**src/rtl/uart_tx_ctrl.sv**
```systemverilog
// UART transmitter: start bit, LSB-first data, optional even parity, 1-2 stop bits.
// Define UART_TX_PARITY_EN to insert the even-parity bit after the data bits.
module uart_tx_ctrl #(
    parameter int DATA_BITS = 8,
    parameter int OVS       = 16,
    parameter int STOP_BITS = 1
) (
    input  logic                 clk,
    input  logic                 rst,
    input  logic                 baud_tick,
    input  logic [DATA_BITS-1:0] tx_data,
    input  logic                 tx_valid,
    output logic                 tx_ready,
    output logic                 tx,
    output logic                 tx_busy,
    output logic                 tx_done
);

    localparam int CNT_W = $clog2(OVS);
    localparam int IDX_W = $clog2(DATA_BITS);
    localparam logic [CNT_W-1:0] TICK_LAST = CNT_W'(OVS - 1);
    localparam logic [IDX_W-1:0] BIT_LAST  = IDX_W'(DATA_BITS - 1);
    localparam logic [IDX_W-1:0] STOP_LAST = IDX_W'(STOP_BITS - 1);

    typedef enum logic [2:0] {
        IDLE,
        START,
        DATA,
`ifdef UART_TX_PARITY_EN
        PARITY,
`endif
        STOP
    } state_t;

    state_t               state;
    logic [CNT_W-1:0]     tick_cnt;
    logic [IDX_W-1:0]     bit_idx;
    logic [DATA_BITS-1:0] shreg;
    logic                 bit_end;

`ifdef UART_TX_PARITY_EN
    logic par_bit;

    function automatic logic even_parity(input logic [DATA_BITS-1:0] d);
        return ^d;
    endfunction
`endif

    assign tx_ready = (state == IDLE);
    assign tx_busy  = ~tx_ready;
    assign bit_end  = baud_tick && (tick_cnt == TICK_LAST);

    always_ff @(posedge clk or negedge rst) begin
        if (!rst) begin
            state    <= IDLE;
            tick_cnt <= '0;
            bit_idx  <= '0;
            shreg    <= '0;
            tx       <= 1'b1;
            tx_done  <= 1'b0;
`ifdef UART_TX_PARITY_EN
            par_bit  <= 1'b0;
`endif
        end else begin
            tx_done <= 1'b0;
            if (state != IDLE && baud_tick)
                tick_cnt <= bit_end ? '0 : tick_cnt + 1'b1;

            case (state)
                IDLE: begin
                    if (tx_valid) begin
                        shreg    <= tx_data;
                        tick_cnt <= '0;
                        bit_idx  <= '0;
                        tx       <= 1'b0;
                        state    <= START;
`ifdef UART_TX_PARITY_EN
                        par_bit  <= even_parity(tx_data);
`endif
                    end
                end
                START: begin
                    if (bit_end) begin
                        bit_idx <= '0;
                        tx      <= shreg[0];
                        state   <= DATA;
                    end
                end
                DATA: begin
                    if (bit_end) begin
                        shreg <= shreg >> 1;
                        if (bit_idx == BIT_LAST) begin
                            bit_idx <= '0;
`ifdef UART_TX_PARITY_EN
                            tx      <= par_bit;
                            state   <= PARITY;
`else
                            tx      <= 1'b1;
                            state   <= STOP;
`endif
                        end else begin
                            bit_idx <= bit_idx + 1'b1;
                            tx      <= shreg[1];
                        end
                    end
                end
`ifdef UART_TX_PARITY_EN
                PARITY: begin
                    if (bit_end) begin
                        tx    <= 1'b1;
                        state <= STOP;
                    end
                end
`endif
                STOP: begin
                    // bit_idx counts completed stop bits so two-stop frames reuse the OVS wrap
                    if (bit_end) begin
                        if (bit_idx == STOP_LAST) begin
                            bit_idx <= '0;
                            tx_done <= 1'b1;
                            state   <= IDLE;
                        end else begin
                            bit_idx <= bit_idx + 1'b1;
                        end
                    end
                end
                default: begin
                    tx    <= 1'b1;
                    state <= IDLE;
                end
            endcase
        end
    end

endmodule

```
**config.mk**
```make
export PLATFORM = sky130hd
export DESIGN_NAME = uart_tx_ctrl
export DESIGN_NICKNAME = d
export VERILOG_FILES = /design/src/rtl/uart_tx_ctrl.sv
export SDC_FILE = /design/constraint.sdc
export NUM_CORES = 1
export LEC_CHECK = 0
export CAP_MARGIN = 20
export CORE_MARGIN = 10
export CORE_UTILIZATION = 37
export DETAILED_ROUTE_END_ITERATION = 10
export GPL_ROUTABILITY_DRIVEN = 0
export GPL_TIMING_DRIVEN = 0
export PLACE_DENSITY = 0.61
export SLEW_MARGIN = 20
export SYNTH_ARGS = -nofsm -noshare
export SYNTH_HDL_FRONTEND = slang
export SYNTH_SLANG_ARGS = --single-unit
```
**constraint.sdc**
```tcl
create_clock -name clk -period 2.55 [get_ports clk]
set_input_delay 0.765 -clock clk [delete_from_list [all_inputs] [get_ports clk]]
set_output_delay 0.765 -clock clk [all_outputs]
set_load 0.005 [all_outputs]
```
Word-level counts from Yosys, hierarchy flattened. Index checks and enable logic that the tools add are counted.

$add $sub $neg: 2. Equal/unequal tests: 11. Mux-type cells: 29. Bitwise gates (word level): 2. Reduce and logical (&&, ||, !) cells: 11.

Operators with widths (number): $mux W3 (12); $pmux W3 S4 (2); $mux W4 (4); $mux W8 (2); $pmux W8 S2 (1); $ne A2 B2 Y1 const B (6); $mux W1 (7); $eq A3 B2 Y1 const B (2); $logic_not A3 Y1 (2); $reduce_and A6 Y1 (1); $reduce_and A5 Y1 (1); $add A4 B1 Y4 const B (1); $eq A4 B4 Y1 const B (1); $pmux W1 S4 (1); $reduce_and A4 Y1 (1); $reduce_bool A4 Y1 (1); $add A3 B1 Y3 const B (1); $eq A3 B1 Y1 const B (1); $eq A3 B3 Y1 const B (1); $reduce_and A3 Y1 (1); $reduce_bool A3 Y1 (1); $logic_and A1 B1 Y1 (2); $not A1 Y1 (2); $reduce_bool A2 Y1 (1).

Bits in registers: 20. Bits of input ports: 12. Output and inout bits: 4. Word-level logic and storage cells: 61.

Depth between registers and ports, before layout.
Depth in word-level cells: 6. Mapped depth: 7. Gate-level depth less buffers: 6.

Worst setup path after synthesis. Ideal clock, no wire load.

Path type: input -> register. Start point: input port baud_tick. End point: register state[0]. Setup time: 125 ps. Arrival: 1617 ps. Required time: 2425 ps. Setup slack: 808 ps. Stages on the path: 4. Buffers on the path: 0. Cell sequence: and4_2 o22ai_2 nand2b_4 mux2_4.

Word-level cells in the longest chain between the ends: 3. Elaborated cells on any way between the ends: 5. Classes of those cells: eq/ne: 3; reduce/logical: 2.

RTL lines: from (decl) (RTL line 10) `input logic baud_tick,`; $logic_and A1 B1 Y1 * (RTL line 51) `assign bit_end = baud_tick && (tick_cnt == TICK_LAST);`; $ne A2 B2 Y1 (no source line); $reduce_and A6 Y1 (no source line) *; to (signal assigned) (RTL line 55) `state <= IDLE;`; to (signal assigned) (RTL line 76) `state <= START;`; to (signal assigned) (RTL line 86) `state <= DATA;`; to (decl) (RTL line 35) `state_t state;`.

Every way passes the cells marked *; elsewhere a longest branch is shown, timed or not. A chain may end at the register's enable or synchronous reset.

Worst setup path after layout.
Start point: register state[0]. End point: output port tx_busy.

Word-level cells in the longest chain between the ends: 2.

RTL lines: $logic_not A3 Y1 (RTL line 49) `assign tx_ready = (state == IDLE);`; $not A1 Y1 (RTL line 50) `assign tx_busy = ~tx_ready;`; to (decl) (RTL line 15) `output logic tx_busy,`.

No other way between the ends.

==> results.md <==
- The detailed router's first-iteration violation count is 37.
- The share of synthesized area in the top cell type comes to 40.5%.
- The antenna diode count is 0.
- The internal cell power is 963 µW.
- The final routed wirelength across all metal layers is 2210 µm.
- For this block, the via count after detailed routing is 828.
- The Yosys step of the flow raised 0 warnings.
- The worst voltage drop across the vdd grid is 0.442 mV.
- The initial antenna violation count was 0.
- In this run the mean area of a mapped cell was 10.7 µm².
- The synthesized netlist devotes 10.1% of its cell area to adder and majority cells.
- The ratio of final minimum period to clock period is 95.6%.
- The clock insertion delay at the later pin of the skew report is 310 ps.
- The combinational family with the most area after synthesis is compound AO/OA/AOI/OAI gates.
- Between clock sinks in the finished design, the worst skew comes to 12.4 ps.
- Cells with a size suffix above 1 make up 16.8% of the layout.
- Summing all placed instances gives a cell area of 1300 µm².
- The portion of the post-synthesis area used by sequential elements is 42.9%.
- The worst setup path is launched from a flop.
- The total count of max-transition violations in the final report is 0.
- Measured in cells, the most critical reg-to-reg path has a length of 5.
- Once the floorplan was initialized, standard cells occupied 39.7% of the core.
- The library cell used as clock root buffer is clkbuf_4.
- After layout, the worst setup slack is 113 ps.
- Clock-pin slew was measured on the worst setup and hold paths at 120 ps.
- Net switching is 41.1% of the power.
- The floorplan die width is 74.8 µm.
- The I/O pin count is 16.
- The core region is 2810 µm².
- In this run the tool buffered the top-level ports with 15 buffer cells.
- Entering global routing, the biggest net connects 20 pins.
- The power share of the clock group is 9.8%.
- The final non-filler cell area is 1350 µm².
- Setup total negative slack on the finished layout was measured at 0 ps.
- The global-route wire length before repair is 3750 µm.
- Of all nets on the critical path, the largest fanout is 8.
- The xor and xnor area share after synthesis is 1.57%.
- The run finished with clean final reports.
- In this run, flip-flops and latches consume 32.5% of the power.
- The post-detailed-route via-to-cell ratio is 5.31.
- The sink count of the clock tree is 19.
- The power dissipated by switching net loads is 673 µW.
- The most common cell after layout, fill and taps aside is dfrtp_1.
- The leading area contributor after synthesis is dfrtp_1.
- Summing the areas of all compound-gate instances in the mapped netlist gives 15.4% of the synthesized area.
- In this run the power density over the cells is 1220 nW/µm².
- In the final routed layout, each cell accounts on average for 14.2 µm.
- For the pin with the worst max-slew slack, the measured transition is 853 ps.
- The count of cell types in the netlist is 27.
- In this run the number of H-tree levels came out at 1.
- The part of the total power dissipated in combinational logic is 57.7%.
- The HPWL reported at the end of detailed placement is 1690 µm.
- The number of buffers inserted during clock tree synthesis is 3.
- The number of hold violations in the final report is 0.
- Headroom to the max-slew limit came out at 43.0%.
- STA classifies the critical path endpoint as an output port.
- The maximum achievable frequency is 0.410 GHz.
- The top cell types in the final layout, fill and taps aside, are dfrtp_1 (18), clkdlybuf4s50_1 (15), nor2_1 (11).
- By area the synthesized netlist is led by dfrtp_1 (40%), ha_1 (10%), mux2i_1 (8.1%).
- The remaining number of nets flagged by the antenna check after routing is 0.
- The net count after synthesis is 125.
- The number of hold buffers added after CTS is 0.
- Along the worst hold path, the cell count comes to 2.
- The number of synthesized register bits is 19.
- In this run the deepest clock path goes through 2 buffers.
- The arrival time of the worst setup path is 1670 ps.
- For this run, the post-layout net count is 147.
- The total overflow left after global routing is 0.
- The synthesized instance count is 104.
- The TritonCTS clock tree is done.
- Relative to the synthesized area, the layout overhead comes to 21.0%.
- The floorplan step defined a die boundary enclosing 5600 µm².
- The classification of the worst-slack hold path is flop to flop.
- After layout, the minimum clock period comes to 2440 ps.
- The floorplan has 19 rows.
- Of the total synthesized cell area, the portion taken by AND, OR, NAND and NOR gates is 15.4%.
- The startpoint-to-endpoint class of the critical path is flop to output port.
- The combined area of all synthesized cells is 1110 µm².
- The number of global-route vias before repair is 858.
- After detailed routing, the number of remaining DRC violations is 0.
- The first-pass iteration count of the detailed router is 4.
- The worst endpoint required time is 1790 ps.
- Setup repair after global routing left no endpoint under its margin.
- Global routing consumed, over all layers together, 8.71% of the routing resources.
- Prior to clock tree synthesis, the placed netlist has a worst setup slack of 45.0 ps.
- The filler cells instantiated in the layout total 283.
- The die boundary height is 74.8 µm.
- Across the run, the number of max-cap violations was 0.
- In this run the static leakage power is 0.605 nW.
- Setup violations remaining at the end of the flow were counted as 0.
- Multiplexer cells account for 10.8% of the synthesized area.
-- power groups by stage --
| stage | clock, mW | combinational [mW] | sequential [mW] |
|---|---|---|---|
| global route | 0.178 | 1.07 | 0.552 |
| finish | 0.161 | 0.945 | 0.531 |
| floorplan | 0 | 0.705 | 0.527 |
| CTS | 0.168 | 0.966 | 0.533 |
| detailed placement | 0 | 0.917 | 0.555 |
| global placement | 0 | 0.895 | 0.544 |
-- metal layers --
layer / vias up / part of all wire [%] / track usage [%]
met4: 0 / 2.0 / 5.04
met5: - / 0 / 0
met2: 18 / 46 / 13.9
met3: 5 / 6.4 / 2.76
met1: 398 / 46 / 10.0
li1: 407 / - / -
-- worst paths after layout --
| check | from | slack [ps] | endpoint |
|---|---|---|---|
| max in group asynchronous | rst | 1090 | bit_idx[1] |
| hold / removal | bit_idx[1] | 530 | bit_idx[1] |
| setup / recovery | state[0] | 110 | tx_busy |
| setup reg to reg | tick_cnt[0] | 710 | state[1] |
| hold reg to reg | bit_idx[1] | 530 | bit_idx[1] |
| min in group asynchronous | rst | 920 | tick_cnt[2] |
-- through the flow --
stage	hold slack (ps)	util, %	power (mW)	cells
3_5_place_dp	511	46.4	1.47	150
6_report	527	48.0	1.64	156
3_3_place_gp	491	46.4	1.44	150
4_1_cts	538	48.0	1.67	156
2_1_floorplan	469	-	1.23	104
5_1_grt	574	48.0	1.80	156
-- cells in the mapped netlist (all sizes together) --
| cell | number |
|---|---|
| ha | 9 |
| mux2 | 2 |
| nand3b | 2 |
| a32o | 1 |
| mux2i | 9 |
| nor3 | 4 |
| o21ai | 8 |
| dfrtp | 18 |
| a211o | 1 |
| xor2 | 2 |
| nand4 | 1 |
| nor2 | 11 |
| nand2b | 3 |
| a21oi | 11 |
| and4 | 2 |
| o22ai | 1 |
| dfstp | 1 |
| a211oi | 1 |
| nand2 | 4 |
| a21o | 1 |
| inv | 7 |
| a41oi | 1 |
| buf | 2 |
| nor2b | 2 |
-- kinds of logic (layout without fill, tap and decap cells) --
logic type,count (synthesis),count (layout)
compound gates,25,25
mux,11,11
buf+inv,9,30
xor+xnor,2,2
flops,19,19
simple gates,29,29
fa+ha+maj,9,9
-- worst max-delay path, stage by stage, from the launching register on --
cell and delay, ps:
dfrtp_1 370, inv_1 70, ha_2 240, inv_1 150
clkdlybuf4s50_1 530
-- layout make-up --
cell class / count / area [µm²] / share of cell area (%)
tap: 31 / 38.8 / 2.88
clock inverter: 1 / 5.00 / 0.372
sequential: 19 / 477 / 35.4
clock buffer: 3 / 22.5 / 1.67
multi-input combinational: 76 / 596 / 44.2
inverter: 7 / 26.3 / 1.95
timing repair buffer: 17 / 165 / 12.3
buffer: 2 / 16.3 / 1.21
-- flip-flops by register name, summed over array words and instances (netlist names) --
| signal | count |
|---|---|
| tick_cnt | 4 |
| tx_done | 1 |
| state | 2 |
| tx | 1 |
| shreg | 8 |
| bit_idx | 3 |
-- timing repair --
item                                   in CTS  in global routing
endpoints found under the hold margin       0                  0
gates resized for setup                     1                  0
setup endpoints to repair                   2                  0
buffers inserted                            2                  0
Note: power is estimated with default switching activity, not from simulation.
